[src/rtl/adc_chan_averager.sv]
// Per-channel floor averager for an 8-channel serial ADC: issues periodic scan syncs,
// averages 2^AVG_LOG2 samples per channel and queues {channel, average} in a FWFT FIFO.
module adc_chan_averager #(
  parameter int AVG_LOG2    = 2,
  parameter int SYNC_PERIOD = 1000,
  parameter int FIFO_LOG2   = 3
) (
  input  logic        clk,
  input  logic        rst,
  input  logic        en,
  output logic        sync,
  input  logic        s_valid,
  input  logic [2:0]  s_channel,
  input  logic [11:0] s_data,
  output logic        m_valid,
  input  logic        m_ready,
  output logic [2:0]  m_channel,
  output logic [11:0] m_data,
  output logic        ovf,
  input  logic        clr_ovf
);

  localparam int AW    = 12 + AVG_LOG2;
  localparam int CW    = (AVG_LOG2 > 0) ? AVG_LOG2 : 1;
  localparam int SW    = $clog2(SYNC_PERIOD);
  localparam int PW    = FIFO_LOG2 + 1;
  localparam int DEPTH = 1 << FIFO_LOG2;

  logic [SW-1:0]        scnt_q, scnt_d;
  logic                 s_valid_d_q, s_valid_d_d;
  logic                 s1_vld_q, s1_vld_d;
  logic [2:0]           s1_ch_q, s1_ch_d;
  logic [11:0]          s1_data_q, s1_data_d;
  logic [AW-1:0]        acc_q [8];
  logic [AW-1:0]        acc_d [8];
  logic [CW-1:0]        cnt_q [8];
  logic [CW-1:0]        cnt_d [8];
  logic [PW-1:0]        wr_ptr_q, wr_ptr_d, rd_ptr_q, rd_ptr_d;
  logic                 ovf_q, ovf_d;
  logic [14:0]          mem_q [DEPTH];

  logic                 sample_evt;
  logic [AW-1:0]        sum;
  logic                 last;
  logic                 push;
  logic [14:0]          push_entry;
  logic                 full, pop, wr_en, drop;
  logic [14:0]          head;

  assign sync = en && (scnt_q == SW'(SYNC_PERIOD - 1));

  // NOTE: every signal assigned in always_comb gets a default first, so no path leaves
  // it unassigned and no latch is inferred.
  always_comb begin
    scnt_d = '0;
    if (en && (scnt_q != SW'(SYNC_PERIOD - 1))) scnt_d = scnt_q + SW'(1);

    s_valid_d_d = s_valid;
    sample_evt  = s_valid && !s_valid_d_q;
    s1_vld_d    = sample_evt;
    s1_ch_d     = sample_evt ? s_channel : s1_ch_q;
    s1_data_d   = sample_evt ? s_data    : s1_data_q;
  end

  // Stage 2: accumulate, or on the last sample of a block emit the floor average.
  always_comb begin
    acc_d      = acc_q;
    cnt_d      = cnt_q;
    push       = 1'b0;
    sum        = acc_q[s1_ch_q] + AW'(s1_data_q);
    last       = (AVG_LOG2 == 0) || (cnt_q[s1_ch_q] == '1);
    push_entry = {s1_ch_q, 12'(sum >> AVG_LOG2)};
    if (s1_vld_q) begin
      if (last) begin
        push           = 1'b1;
        acc_d[s1_ch_q] = '0;
        cnt_d[s1_ch_q] = '0;
      end else begin
        acc_d[s1_ch_q] = sum;
        cnt_d[s1_ch_q] = cnt_q[s1_ch_q] + CW'(1);
      end
    end
  end

  // A full FIFO still accepts a push when the head is popped in the same cycle.
  always_comb begin
    full     = (wr_ptr_q - rd_ptr_q) == PW'(DEPTH);
    m_valid  = (wr_ptr_q != rd_ptr_q);
    pop      = m_valid && m_ready;
    wr_en    = push && (!full || pop);
    drop     = push && full && !pop;
    wr_ptr_d = wr_en ? wr_ptr_q + PW'(1) : wr_ptr_q;
    rd_ptr_d = pop   ? rd_ptr_q + PW'(1) : rd_ptr_q;
    ovf_d    = (ovf_q && !clr_ovf) || drop;
    head     = mem_q[rd_ptr_q[FIFO_LOG2-1:0]];
  end

  assign m_channel = m_valid ? head[14:12] : 3'd0;
  assign m_data    = m_valid ? head[11:0]  : 12'd0;
  assign ovf       = ovf_q;

  // NOTE: sequential state is updated with non-blocking assignments only, so every flop
  // samples the pre-edge values regardless of statement order.
  always_ff @(posedge clk) begin
    if (rst) begin
      scnt_q      <= '0;
      s_valid_d_q <= 1'b0;
      s1_vld_q    <= 1'b0;
      s1_ch_q     <= '0;
      s1_data_q   <= '0;
      wr_ptr_q    <= '0;
      rd_ptr_q    <= '0;
      ovf_q       <= 1'b0;
      for (int i = 0; i < 8; i++) begin
        acc_q[i] <= '0;
        cnt_q[i] <= '0;
      end
    end else begin
      scnt_q      <= scnt_d;
      s_valid_d_q <= s_valid_d_d;
      s1_vld_q    <= s1_vld_d;
      s1_ch_q     <= s1_ch_d;
      s1_data_q   <= s1_data_d;
      wr_ptr_q    <= wr_ptr_d;
      rd_ptr_q    <= rd_ptr_d;
      ovf_q       <= ovf_d;
      acc_q       <= acc_d;
      cnt_q       <= cnt_d;
    end
  end

  // NOTE: FIFO storage has no reset; the pointers define validity and the outputs are
  // masked to zero while empty, so stale contents are never visible.
  always_ff @(posedge clk) begin
    if (wr_en) mem_q[wr_ptr_q[FIFO_LOG2-1:0]] <= push_entry;
  end

endmodule

[config.mk]
export PLATFORM = sky130hd
export DESIGN_NAME = adc_chan_averager
export DESIGN_NICKNAME = d
export VERILOG_FILES = /design/src/rtl/adc_chan_averager.sv
export SDC_FILE = /design/constraint.sdc
export NUM_CORES = 1
export LEC_CHECK = 0
export ABC_AREA = 1
export BUFFER_PORTS_ARGS = -buffer_cell sky130_fd_sc_hd__buf_2
export CAP_MARGIN = 15
export CORE_MARGIN = 2
export CORE_UTILIZATION = 60
export CTS_CLUSTER_SIZE = 14
export DETAILED_ROUTE_END_ITERATION = 10
export PLACE_DENSITY = 0.77
export SYNTH_ARGS = -nofsm -noshare
export SYNTH_HDL_FRONTEND = slang
export SYNTH_SLANG_ARGS = --single-unit
[constraint.sdc]
create_clock -name clk -period 4.41 [get_ports clk]
set_input_delay 0.2205 -clock clk [delete_from_list [all_inputs] [get_ports clk]]
set_output_delay 0.2205 -clock clk [all_outputs]
set_load 0.05 [all_outputs]
==> results of run 1 <==
report_power, final:
group / total, uW / internal (uW) / switching (uW)
Sequential: 2860 / 2830 / 30.5
Clock: 2310 / 1330 / 979
Combinational: 629 / 171 / 458
tightest hold or removal path: stages:
cell	delay [ns]
buf_2	0.08
o21ai_0	0.11
a21oi_1	0.13
metal layers:
layer	up-vias	global-route usage (%)	part of all wire (%)	routed length, um
met2	403	48.0	48	14500
met3	89	4.06	7.0	2090
met1	4612	35.7	41	12200
met5	-	0	0	0
met4	0	9.90	4.0	1210
li1	4664	-	-	-
worst max path at each step:
stage	start	end	slack (ns)	depth (start not counted)
6_report	s1_ch_q[1]	acc_q[40]	0.46	17
5_1_grt	s1_ch_q[1]	acc_q[80]	0.15	17
4_1_cts	s1_ch_q[1]	acc_q[40]	0.54	17
3_5_place_dp	s1_ch_q[1]	acc_q[40]	0.53	17
3_3_place_gp	s1_ch_q[1]	acc_q[40]	0.73	17
2_1_floorplan	s1_ch_q[1]	mem_q[2][0]	1.13	12
per-stage QoR:
| stage | std cells | hold slack (ns) | util, % | total power, uW | instance area [um^2] |
|---|---|---|---|---|---|
| 6_report | 1643 | 0.0400 | 69.4 | 5800 | 13600 |
| 5_1_grt | 1643 | 0.0468 | 69.4 | 5990 | 13600 |
| 4_1_cts | 1643 | 0.0127 | 69.4 | 5820 | 13600 |
| 3_5_place_dp | 1575 | 0.439 | 64.0 | 3520 | 12600 |
| 3_3_place_gp | 1575 | 0.431 | 64.0 | 3510 | 12600 |
| 2_1_floorplan | 1315 | 0.345 | - | 3340 | 12100 |
cells in the mapped netlist, types with 8 or more instances:
library cell	instances	area [um^2]
o21ai_0	220	1100
nor2_1	182	683
dfxtp_1	167	3340
a21oi_1	140	701
edfxtp_1	120	3600
nand2_1	117	439
inv_1	89	334
clkbuf_1	46	173
nand3_1	28	140
buf_2	21	105
o22ai_1	20	125
ha_1	19	238
a31oi_1	16	100
a22oi_1	15	113
a221oi_1	11	96.3
nand4_1	9	56.3
inv_2	8	30.0
layout by cell type (no fill, tap or decap), types with 3 or more instances in the layout:
| master | synthesis | final |
|---|---|---|
| o21ai_0 | 220 | 220 |
| nor2_1 | 182 | 180 |
| dfxtp_1 | 167 | 166 |
| a21oi_1 | 140 | 140 |
| edfxtp_1 | 120 | 120 |
| nand2_1 | 117 | 117 |
| inv_1 | 89 | 88 |
| buf_2 | 21 | 38 |
| buf_4 | 3 | 30 |
| nand3_1 | 28 | 28 |
| clkbuf_16 | 0 | 28 |
| o22ai_1 | 20 | 20 |
| ha_1 | 19 | 19 |
| a31oi_1 | 16 | 16 |
| dlygate4sd3_1 | 0 | 16 |
| a22oi_1 | 15 | 15 |
| a221oi_1 | 11 | 11 |
| nand4_1 | 9 | 9 |
| inv_2 | 8 | 8 |
| clkinv_2 | 0 | 8 |
| nand2_2 | 7 | 7 |
| a22o_1 | 6 | 6 |
| xor2_1 | 6 | 6 |
| xnor2_1 | 6 | 6 |
| clkbuf_8 | 0 | 6 |
| clkbuf_1 | 46 | 6 |
| nor2_4 | 5 | 5 |
| clkinv_1 | 2 | 4 |
| o2111ai_1 | 4 | 4 |
| nor2_2 | 2 | 4 |
| nor3_1 | 7 | 4 |
| o31ai_1 | 4 | 4 |
| nand3_2 | 3 | 3 |
| a211oi_1 | 3 | 3 |
| nor3_2 | 0 | 3 |
registers in the layout, summed over array words and instances (netlist names), named ones only:
signal,count
acc_q,112
s1_vld_q,1
mem_q,120
wr_ptr_q,4
scnt_q,10
s_valid_d_q,1
ovf,1
s1_data_q,12
cnt_q,16
s1_ch_q,3
rd_ptr_q,4
repair_timing:
| action | CTS | global route |
|---|---|---|
| hold buffers | 16 | 0 |
| resized for setup | 0 | 0 |
| endpoints found under the setup margin | 0 | 0 |
| endpoints found under the hold margin | 15 | 0 |
logic make-up (layout without fill, tap and decap cells):
logic type / Yosys count / in the layout / synth area share, %
AOI/OAI and AO/OA: 450 / 450 / 20.5
and+or+nand+nor: 372 / 372 / 13.3
DFF: 287 / 287 / 57.3
buffers and inverters: 172 / 235 / 5.71
adders and majority gates: 20 / 20 / 2.13
xor gates and xnor gates: 14 / 14 / 1.14
layout make-up:
cell class	instances	area share (%)
Multi-Input combinational cell	856	33.0
Clock buffer	40	5.91
Tap cell	265	2.43
Timing Repair Buffer	84	4.22
Clock inverter	12	0.716
Sequential cell	287	51.0
Inverter	99	2.73
==> results.toml, run 1 <==
[detailed_routing]
drt_pre_antenna_iters = 6
drt-vias-per-instance = 5.95
drt-initial-drc-count = 975
routed_wl_mm = 30.0
routedWlPerCell_um = 18.2
vias = 9768
antenna_left = 0
drc_errors = 0

[global_route]
grt_max_degree = 77
grt_first_pass_wirelength_mm = 47.6
antenna_found_initial = 0
grt_pass1_vias = 9243
grt_use_total_pct = 27.7
grt.overflow.total = 0

[clock_tree]
clock-sinks = 287
root_buffer = "clkbuf_16"
clk_path_buf_depth = 3
h-tree-depth = 1
cts_tree = "yes"
numCtsBuffers = 28
worstSkewPairLatency_ns = 0.54
post_cts.repair.setup_buffers = 0
clk_pin_slew_ns = 0.07

[critical_path]
crit_slowest_cell = "dfxtp_1"
crit_path_max_fanout = 14
cp_slowest_stage_delay_ns = 0.66
crit_family = "simple AND/OR/NAND/NOR gates"
path_cells = "inv_2, nor2_4, nand2_1, inv_1, a21oi_1, o2111ai_1, ha_1, inv_1, fa_1, nand3b_1, nand2_1, a21oi_1, o21ai_2, nand2_1, nand3_1, nand3_1, a21oi_1"
rrSetupSlack_ns = 0.46
worstPathArrival_ns = 4.42
reg2reg_to = "acc_q[40]"
cp-end-kind = "register"
reg2regPathDepth = 17
worstReg2RegStart = "s1_ch_q[1]"
crit_buf_inv = 3
crit_path_start_kind = "register"
criticalPathCategory = "reg2reg"
required_ns = 4.88

[final_layout]
fin_nets = 1397
drive_above_1_share_pct = 11.2
antennaDiodeCount = 0
area_growth_pct = 12.5
seq_area_mm2 = 0.00695
multi_input_area_mm2 = 0.00450
fillCellCount = 1537

[worst_hold_path]
worstHoldEndpoint = "s1_ch_q[2]"
hp-start = "s_channel[2]"
hold_depth = 3
hold_path.class = "in2reg"

[synthesis]
ys_async_sr_fraction_pct = 0
ys.flop_type = "dfxtp_1"
syn-cell-area_mm2 = 0.0121
ys_seq_elements = 287
synth_edf_count = 120
ys_warn_count = 0
seq_area_frac_synth_pct = 57.3
synthCells = 1315
syn-num-nets = 1356
post_synth.cell_area_avg_um2 = 9.22
synth_cell_types = 51

[timing]
drv_slew = 0
max_freq_mhz = 253
fin_worst_skew_ns = 0.0190
rsz0062_at_grt = "false"
hold_viol = 0
finalSetupViolations = 0
setup_total_negative_slack_ns = 0
min_period_ns = 3.95
timing.slew.headroom_pct = 34.3
finalWorstSetupSlack_ns = 0.461
period_share_pct = 89.5
tightest_slew_ns = 0.985

[pwr]
power_density_mw_per_mm2 = 425
total_leakage_power_uw = 0.00532
ir_drop_v = 0.000283

[die]
die_y_um = 146
initial_core_util_pct = 61.7
placement_rows = 51
boundaryPins = 39
die_area_mm2 = 0.0214
core-area_mm2 = 0.0197
die_w_um = 146

[placed_design]
post-place-ws_ns = 0.534
io_buffers = 38
hpwlAfterDp_mm = 18.1
gp_congestion = 0.861

[run]
maxCapViolations = 0

[status]
status = "finished, final reports clean"
Power figures use the tool's default switching activity.
==> run 2, diff against run 1 <==
- CORE_ASPECT_RATIO: unset -> 0.6
==> results.toml, run 2 (synthesis gave the netlist of run 1 again) <==
[status]
status = "finished, final reports clean"

[die]
die_y_um = 114
die_w_um = 188
boundaryPins = 39
initial_core_util_pct = 60.9
core-area_mm2 = 0.0199
die_area_mm2 = 0.0214
placement_rows = 40

[timing]
min_period_ns = 4.02
tightest_slew_ns = 1.11
period_share_pct = 91.1
timing.slew.headroom_pct = 25.9
drv_slew = 0
rsz0062_at_grt = "false"
finalSetupViolations = 0
hold_viol = 0
max_freq_mhz = 249
fin_worst_skew_ns = 0.0160
setup_total_negative_slack_ns = 0

[global_route]
grt_pass1_vias = 9049
grt_use_total_pct = 29.3
grt_max_degree = 86
top_usage_layer = "met1"
met3_usage_pct = 6.90
grtUsageMet2_pct = 41.6
grt_use_met1_pct = 45.5
grt_first_pass_wirelength_mm = 49.5
antenna_found_initial = 0
grt.overflow.total = 0

[detailed_routing]
routed_wl_mm = 31.5
drc_errors = 0
drt-vias-per-instance = 5.94
drt-initial-drc-count = 1135
routedWlPerCell_um = 19.1
antenna_left = 0
drt_pre_antenna_iters = 6
vias = 9778

[critical_path]
rrSetupSlack_ns = 0.39
endpoint = "acc_q[68]"
required_ns = 4.87
reg2reg_to = "acc_q[68]"
reg2regPathDepth = 17
critPathLaunch = "s1_ch_q[1]"
worstPathArrival_ns = 4.47
worstReg2RegStart = "s1_ch_q[1]"
crit_path_start_kind = "register"
criticalPathCategory = "reg2reg"
crit_path_max_fanout = 14
cp-end-kind = "register"

[pwr]
power_density_mw_per_mm2 = 411
ir_drop_v = 0.000341
total_leakage_power_uw = 0.00524

[final_layout]
final_cell_mix = "o21ai_0 (220), nor2_1 (180), dfxtp_1 (166)"
mostFrequentLayoutCell = "o21ai_0"
antennaDiodeCount = 0
area_growth_pct = 11.1
largest_register_ffs = 120
fin_nets = 1395
drive_above_1_share_pct = 10.7
design_area_mm2 = 0.0135

[clock_tree]
numCtsBuffers = 25
cts_tree = "yes"
cts-resized-gates = 0
clock-sinks = 287
root_buffer = "clkbuf_16"
clk_path_buf_depth = 3
clk_pin_slew_ns = 0.07
h-tree-depth = 1
worstSkewPairLatency_ns = 0.53

[worst_hold_path]
hold_path.class = "in2reg"

[placed_design]
dpl_cell_area_mm2 = 0.0126
hpwlAfterDp_mm = 20.2
gp_congestion = 0.943
io_buffers = 38

[run]
maxCapViolations = 0
-- run 2: cell types whose count changed in the layout (fill, tap and decap cells not counted), sizes merged --
| cell | previous run | this run |
|---|---|---|
| dlygate4sd3 | 16 | 12 |
| inv | 96 | 98 |
| bufinv | 1 | 0 |
| buf | 68 | 73 |
| clkinv | 14 | 6 |
-- run 2: how the worst min path moves through the flow --
| stage | start | to | slack (ns) | depth (start not counted) |
|---|---|---|---|---|
| 2_1_floorplan | s_valid | s_valid_d_q | 0.35 | 2 |
| 3_3_place_gp | scnt_q[0] | scnt_q[0] | 0.43 | 1 |
| 3_5_place_dp | scnt_q[0] | scnt_q[0] | 0.44 | 1 |
| 4_1_cts | s_channel[0] | s1_ch_q[0] | 0.005 | 3 |
| 5_1_grt | rst | s_valid_d_q | 0.03 | 2 |
| 6_report | s_channel[0] | s1_ch_q[0] | 0.02 | 3 |
-- run 2: layout make-up --
type / count / area [um^2]
timing repair buffer: 85 / 573
sequential: 287 / 6950
inverter: 99 / 373
multi-input combinational: 856 / 4500
clock buffer: 40 / 702
fill: 1568 / 6450
clock inverter: 5 / 27.5
tap: 273 / 342
-- run 2: metal layers --
metal | part of all wire [%] | vias up | wire length, um
met5 | 0 | - | 0
li1 | - | 4662 | -
met4 | 2.1 | 0 | 646
met3 | 13 | 58 | 4080
met1 | 44 | 4491 | 14000
met2 | 40 | 567 | 12700
-- run 2: repair_timing --
item,4_1_cts,5_1_grt
buffers inserted,0,0
endpoints found under the hold margin,12,0
setup endpoints to repair,0,0
hold buffers,12,0
-- run 2: metrics by stage --
stage	worst slack, ns	power (uW)	hold slack, ns	instances	util (%)
floorplan	1.13	3340	0.345	1315	-
global placement	0.700	3520	0.430	1588	63.4
detailed placement	0.534	3540	0.438	1588	63.4
CTS	0.499	5540	0.00478	1645	67.6
global route	0.126	5710	0.0266	1645	67.6
finish	0.393	5540	0.0169	1645	67.6
-- run 2: worst max-delay path, cell delays in order, from the launching register on --
cell	delay [ns]
dfxtp_1	0.64
inv_2	0.13
nor2_4	0.14
nand2_1	0.09
inv_1	0.49
nand2_1	0.14
o2111ai_1	0.14
ha_1	0.28
inv_1	0.08
fa_1	0.43
nand3b_1	0.19
nand2_1	0.11
a21oi_1	0.12
o21ai_2	0.22
nand2_1	0.12
nand3_1	0.11
nand3_1	0.29
a21oi_1	0.23
-- run 2: where the power goes --
| part | internal, uW | leakage [uW] | switching [uW] | total (uW) |
|---|---|---|---|---|
| Clock | 1090 | 0.000359 | 945 | 2030 |
| Combinational | 172 | 0.00242 | 472 | 644 |
| Sequential | 2830 | 0.00246 | 33.2 | 2860 |
